$ cat config.mk
export PLATFORM = sky130hd
export DESIGN_NAME = alu_accumulator
export DESIGN_NICKNAME = d
export VERILOG_FILES = /design/src/rtl/alu_pkg.sv /design/src/rtl/alu_acc_adder.sv /design/src/rtl/alu_accumulator.sv
export SDC_FILE = /design/constraint.sdc
export NUM_CORES = 1
export LEC_CHECK = 0
export ABC_CLOCK_PERIOD_IN_PS = 2100
export BUFFER_PORTS_ARGS = -buffer_cell sky130_fd_sc_hd__buf_2
export CAP_MARGIN = 10
export CORE_UTILIZATION = 30
export CTS_BUF_LIST = sky130_fd_sc_hd__clkbuf_4
export CTS_CLUSTER_SIZE = 24
export DETAILED_ROUTE_END_ITERATION = 7
export HOLD_SLACK_MARGIN = 0.12
export PLACE_DENSITY = 0.61
export SLEW_MARGIN = 15
export SYNTH_ARGS = -nofsm -noshare
export SYNTH_HDL_FRONTEND = slang
export SYNTH_HIERARCHICAL = 1
export SYNTH_SLANG_ARGS = --single-unit
$ cat constraint.sdc
create_clock -name clk -period 2.1 [get_ports clk]
set_input_delay 0.315 -clock clk [delete_from_list [all_inputs] [get_ports clk]]
set_output_delay 0.315 -clock clk [all_outputs]
set_load 0.02 [all_outputs]
$ cat src/rtl/alu_pkg.sv
// Shared definitions for the accumulator stage: default width, op codes, FSM states.
package alu_pkg;

  localparam int DEF_WIDTH = 4;

  localparam logic [1:0] OP_LOAD = 2'b00;
  localparam logic [1:0] OP_ADD  = 2'b01;
  localparam logic [1:0] OP_SUB  = 2'b10;
  localparam logic [1:0] OP_NEG  = 2'b11;

  typedef enum logic [1:0] {
    ST_IDLE = 2'b00,
    ST_COMP = 2'b01,
    ST_ADD  = 2'b10,
    ST_DONE = 2'b11
  } state_t;

endpackage

$ cat src/rtl/alu_acc_adder.sv
// Combinational WIDTH-bit adder with carry-in, carry-out and signed overflow.
// With ALU_ACC_SAT_EN defined, an overflowing result is clamped to the most
// positive / most negative value; otherwise the sum wraps.
module alu_acc_adder #(
  parameter int WIDTH = 4
) (
  input  logic [WIDTH-1:0] a,
  input  logic [WIDTH-1:0] b,
  input  logic             cin,
  output logic [WIDTH-1:0] sum,
  output logic             carry,
  output logic             ovf
);

  logic [WIDTH:0]   full;
  logic [WIDTH-1:0] raw;

  // Full-width add, signed overflow from operand/result sign bits, optional clamp.
  always_comb begin
    full  = {1'b0, a} + {1'b0, b} + {{WIDTH{1'b0}}, cin};
    raw   = full[WIDTH-1:0];
    carry = full[WIDTH];
    ovf   = (a[WIDTH-1] == b[WIDTH-1]) && (raw[WIDTH-1] != a[WIDTH-1]);
`ifdef ALU_ACC_SAT_EN
    // Both operands share a sign when ovf is set, so a's sign gives the direction.
    if (ovf) sum = a[WIDTH-1] ? {1'b1, {(WIDTH-1){1'b0}}} : {1'b0, {(WIDTH-1){1'b1}}};
    else     sum = raw;
`else
    sum = raw;
`endif
  end

endmodule

$ cat src/rtl/alu_accumulator.sv
// Sequential accumulator stage in front of an external complementer.
// SUB and NEG are formed as complement + 1: the word to invert goes out on
// cmp_a during the single COMP cycle and ~cmp_a comes back on cmp_out.
// Optional feature: ALU_ACC_SAT_EN (saturating result on signed overflow).
//
// Handshakes: a transfer happens on a rising edge where valid && ready are
// both high. in_ready is high only in IDLE; res_valid is high only in DONE and
// stays high, with acc/flags frozen, until res_ready. Requests arriving while
// busy are dropped, never queued.
module alu_accumulator
  import alu_pkg::*;
#(
  parameter int WIDTH = DEF_WIDTH
) (
  input  logic             clk,
  input  logic             rst_n,
  input  logic             in_valid,
  output logic             in_ready,
  input  logic [1:0]       op,
  input  logic [WIDTH-1:0] B,
  output logic [WIDTH-1:0] cmp_a,
  output logic             cmp_en,
  input  logic [WIDTH-1:0] cmp_out,
  output logic             res_valid,
  input  logic             res_ready,
  output logic [WIDTH-1:0] acc,
  output logic             carry,
  output logic             ovf,
  output logic             zero,
  output state_t           dbg_state
);

  state_t           state, state_nxt;
  logic [1:0]       op_q;
  logic [WIDTH-1:0] b_q;
  logic [WIDTH-1:0] addend_q;
  logic             cin_q;
  logic [WIDTH-1:0] augend;
  logic [WIDTH-1:0] add_sum;
  logic             add_carry;
  logic             add_ovf;
  logic             accept;

  assign accept    = in_valid && in_ready;
  assign dbg_state = state;

  // NEG computes 0 + ~acc + 1, every other arithmetic op starts from acc.
  assign augend = (op_q == OP_NEG) ? '0 : acc;

  alu_acc_adder #(.WIDTH(WIDTH)) u_adder (
    .a     (augend),
    .b     (addend_q),
    .cin   (cin_q),
    .sum   (add_sum),
    .carry (add_carry),
    .ovf   (add_ovf)
  );

  // Next-state and complementer drive; cmp_* are decoded from state only.
  always_comb begin
    state_nxt = state;
    cmp_en    = 1'b0;
    cmp_a     = '0;
    case (state)
      ST_IDLE: begin
        if (accept) begin
          case (op)
            OP_LOAD: state_nxt = ST_DONE;
            OP_ADD:  state_nxt = ST_ADD;
            default: state_nxt = ST_COMP;
          endcase
        end
      end
      ST_COMP: begin
        cmp_en    = 1'b1;
        cmp_a     = (op_q == OP_NEG) ? acc : b_q;
        state_nxt = ST_ADD;
      end
      ST_ADD:  state_nxt = ST_DONE;
      ST_DONE: if (res_ready) state_nxt = ST_IDLE;
      default: state_nxt = ST_IDLE;
    endcase
  end

  // State, handshake outputs, operand capture and accumulator/flag updates.
  always_ff @(posedge clk or negedge rst_n) begin
    if (!rst_n) begin
      state     <= ST_IDLE;
      op_q      <= OP_LOAD;
      b_q       <= '0;
      addend_q  <= '0;
      cin_q     <= 1'b0;
      acc       <= '0;
      carry     <= 1'b0;
      ovf       <= 1'b0;
      zero      <= 1'b1;
      res_valid <= 1'b0;
      in_ready  <= 1'b0;
    end else begin
      state     <= state_nxt;
      in_ready  <= (state_nxt == ST_IDLE);
      res_valid <= (state_nxt == ST_DONE);
      case (state)
        ST_IDLE: begin
          if (accept) begin
            op_q <= op;
            b_q  <= B;
            if (op == OP_LOAD) begin
              acc   <= B;
              carry <= 1'b0;
              ovf   <= 1'b0;
              zero  <= (B == '0);
            end
            if (op == OP_ADD) begin
              addend_q <= B;
              cin_q    <= 1'b0;
            end
          end
        end
        ST_COMP: begin
          addend_q <= cmp_out;
          cin_q    <= 1'b1;
        end
        ST_ADD: begin
          acc   <= add_sum;
          carry <= add_carry;
          ovf   <= add_ovf;
          zero  <= (add_sum == '0);
        end
        default: ;
      endcase
    end
  end

endmodule

==> impl_metrics.sql <==
INSERT INTO impl_metrics (metric_group, metric, value, unit) VALUES
('route', 'vias_per_cell', '4.95', ''),
('timing', 'worst-slew-pin-transition', '523', 'ps'),
('power', 'share_comb_of_total_power', '64.7', '%'),
('worst_hold_path', 'hold_class', 'input port to flip-flop', ''),
('synthesis', 'synth-adder-area-share', '5.92', '%'),
('setup_path', 'timing.critical_path.from_type', 'flip-flop', ''),
('route', 'dr.first_iter.drc_count', '16', ''),
('synthesis', 'synth_mux_area_share', '24.0', '%'),
('run_status', 'failing_checks', 'negative setup slack', ''),
('setup_path', 'critical_path_required', '2360', 'ps'),
('clock_network', 'clockBufferDepth', '2', ''),
('route', 'drt_wl_total', '3060', 'um'),
('layout', 'post_route_cells_drive_above_1_share', '53.6', '%'),
('timing', 'setup-violations-final', '2', ''),
('synthesis', 'synth_sequential_area_ratio', '42.1', '%'),
('placement', 'hpwl', '2270', 'um'),
('power', 'power_per_cell_area', '1910', 'nW/um2'),
('floorplanning', 'die_width', '68.1', 'um'),
('layout', 'utilization', '41.2', '%'),
('floorplanning', 'row_count', '23', ''),
('power', 'clockPowerShare', '10.4', '%'),
('layout', 'layout.cell_area.non_filler', '1680', 'um2'),
('timing', 'relative_slew_margins', '65.2', '%'),
('timing', 'skew', '9.69', 'ps'),
('synthesis', 'netlist-cell-type-count', '28', ''),
('placement', 'gpl.final_weighted_congestion', '0.826', ''),
('grt', 'grt-ovfl-total', '0', ''),
('clock_network', 'clkSinkCount', '22', ''),
('layout', 'final-seq-area', '552', 'um2'),
('layout', 'multi_input_area', '762', 'um2'),
('route', 'detail_route.drc_violations', '0', ''),
('route', 'route.antenna.remaining_nets', '0', ''),
('floorplanning', 'floorplan.initialDensity', '32.1', '%'),
('power', 'p_int', '0.00190', 'W'),
('setup_path', 'worst_setup_path_end_kind', 'flip-flop', ''),
('timing', 'post-route-worst-setup-slack', '-107', 'ps'),
('route', 'drtPass1Iterations', '4', ''),
('power', 'reported_leakage_power', '0.812', 'nW'),
('synthesis', 'main_combinational_cell_family_by_area_after_synthesis', 'multiplexers', ''),
('setup_path', 'worst_path_max_delay_cell', 'sky130_fd_sc_hd__fa_2', ''),
('power', 'seq_power_share', '24.9', '%'),
('floorplanning', 'die_h', '68.1', 'um'),
('setup_path', 'worstPathMaxFanout', '4', ''),
('power', 'netSwitchingPower', '0.00132', 'W'),
('synthesis', 'synthCells', '112', ''),
('clock_network', 'clk-insertion-delay-late', '320', 'ps'),
('clock_network', 'cts-htree-levels', '1', ''),
('placement', 'port-buffer-count', '29', ''),
('power', 'sw_frac_of_total', '41.1', '%'),
('synthesis', 'ys_top_cells_by_area', 'sky130_fd_sc_hd__dfrtp_1 40%, sky130_fd_sc_hd__mux2_2 14%, sky130_fd_sc_hd__mux2_4 10%', ''),
('route', 'routed_wire_length_per_instance', '15.1', 'um'),
('layout', 'net_count_of_the_finished_layout', '173', ''),
('setup_path', 'critPathTopFamily', 'adder cells', ''),
('setup_path', 'critical_path.cell_chain', 'nand2_2 -> and2_4 -> fa_2 -> inv_2 -> fa_2 -> inv_2 -> nor4_2 -> mux2_4 -> mux2_4', ''),
('floorplanning', 'std_cell_core_area', '4090', 'um2'),
('floorplanning', 'pin_count', '30', ''),
('synthesis', 'mappedNetlistNets', '131', ''),
('synthesis', 'postSynthAreaPerCell', '11.7', 'um2'),
('layout', 'antenna_cells_inserted', '0', ''),
('run_status', 'status', 'finished, violations left', ''),
('floorplanning', 'die_area', '4640', 'um2'),
('timing', 'fin_crit_sh', '105', '%'),
('grt', 'first_global_vias', '1069', ''),
('timing', 'rsz_0062_raised_after_global_routing', 'yes', ''),
('clock_network', 'cts_made_buffers', '3', ''),
('timing', 'fmax', '453', 'MHz'),
('synthesis', 'synth-simple-area-share', '14.6', '%'),
('grt', 'antenna_found_initial', '0', ''),
('setup_path', 'critical_path_arrival', '2470', 'ps'),
('grt', 'grtUsageTotal', '14.5', '%'),
('timing', 'final_period_minus_worst_setup_slack', '2210', 'ps');
registers in the layout, indices dropped and copies added, names as in the netlist:
name       cells
zero           1
op_q           2
res_valid      1
dbg_state      2
in_ready       1
cin_q          1
acc            4
carry          1
ovf            1
b_q            4
addend_q       4
area by class of cell:
class / instances / share of cell area [%]
Multi-Input combinational cell: 80 / 45.2
Sequential cell: 22 / 32.8
Timing Repair Buffer: 38 / 13.0
Tap cell: 50 / 3.71
Inverter: 9 / 2.15
Clock inverter: 1 / 1.78
Clock buffer: 3 / 1.34
power groups by stage:
| stage | logic [W] | registers [W] | clock network, W |
|---|---|---|---|
| after floorplan | 0.00119 | 0.000922 | 0 |
| after global placement | 0.00175 | 0.000808 | 0 |
| after detailed placement | 0.00179 | 0.000810 | 0 |
| after CTS | 0.00188 | 0.000803 | 0.000342 |
| after global routing | 0.00225 | 0.000834 | 0.000362 |
| final | 0.00208 | 0.000803 | 0.000334 |
what timing repair did:
item,CTS,global route
gates resized for setup,3,8
hold buffers,1,0
cloned,0,0
hold endpoints to repair,21,0
pin swaps,0,5
endpoints found under the setup margin,2,5
buffers inserted,0,1
final timing paths:
| check | cells after the start | to | from | slack [ps] |
|---|---|---|---|---|
| setup / recovery | 9 | zero$_DFFE_PN1P_ | op_q[1]$_DFFE_PN0P_ | -110 |
| hold / removal | 2 | res_valid$_DFF_PN0_ | op[0] | 220 |
| setup reg to reg | 9 | zero$_DFFE_PN1P_ | op_q[1]$_DFFE_PN0P_ | -110 |
| hold reg to reg | 1 | b_q[0]$_DFFE_PN0P_ | b_q[0]$_DFFE_PN0P_ | 530 |
| max in group asynchronous | 2 | zero$_DFFE_PN1P_ | rst_n | 1250 |
| min in group asynchronous | 2 | b_q[0]$_DFFE_PN0P_ | rst_n | 470 |
metal layers:
metal,wire [um],up-vias,track usage [%]
li1,-,473,-
met1,1410,504,18.8
met2,1490,22,23.8
met3,108,6,2.17
met4,51,0,6.25
met5,0,-,0
cells in the mapped netlist, drive strengths merged:
| master | number |
|---|---|
| mux2 | 25 |
| dfrtp | 21 |
| inv | 9 |
| nand3 | 8 |
| nand2 | 7 |
| o21ai | 7 |
| a21oi | 6 |
| and2 | 5 |
| nor2b | 4 |
| ha | 3 |
| fa | 2 |
| nand2b | 2 |
| nor2 | 2 |
| nor4 | 2 |
| xnor2 | 2 |
| a21o | 1 |
| and4bb | 1 |
| buf | 1 |
| dfstp | 1 |
| nand4b | 1 |
| o21a | 1 |
| o31ai | 1 |
kinds of logic after synthesis:
group,count (synthesis)
xor gates and xnor gates,2
muxes,25
adders and majority gates,5
DFF,22
buffers and inverters,10
and+or+nand+nor,32
AOI/OAI and AO/OA,16
per-stage QoR:
step,std cells,hold WS (ps),setup TNS (ps),total power (W)
2_1_floorplan,112,19.4,-39.2,0.00211
3_3_place_gp,197,307,0,0.00255
3_5_place_dp,197,318,-52.2,0.00260
4_1_cts,202,205,-74.1,0.00302
5_1_grt,203,187,-420,0.00345
6_report,203,217,-139,0.00322
cell usage in the layout (no fill, tap or decap), types with 2 or more instances in the layout:
master                      n
sky130_fd_sc_hd__dfrtp_1   21
sky130_fd_sc_hd__clkbuf_4   3
sky130_fd_sc_hd__ha_1       3
sky130_fd_sc_hd__and2_1     4
sky130_fd_sc_hd__mux2_4    14
sky130_fd_sc_hd__buf_4      7
sky130_fd_sc_hd__fa_2       2
sky130_fd_sc_hd__nand2_1    6
sky130_fd_sc_hd__nand3_1    7
sky130_fd_sc_hd__buf_2     29
sky130_fd_sc_hd__mux2_2    11
sky130_fd_sc_hd__xnor2_2    2
sky130_fd_sc_hd__a21oi_1    4
sky130_fd_sc_hd__inv_2      2
sky130_fd_sc_hd__o21ai_0    7
sky130_fd_sc_hd__nor2b_1    3
sky130_fd_sc_hd__a21oi_4    2
sky130_fd_sc_hd__nor2_1     2
sky130_fd_sc_hd__inv_1      6
(Power assumes the default switching activity.)
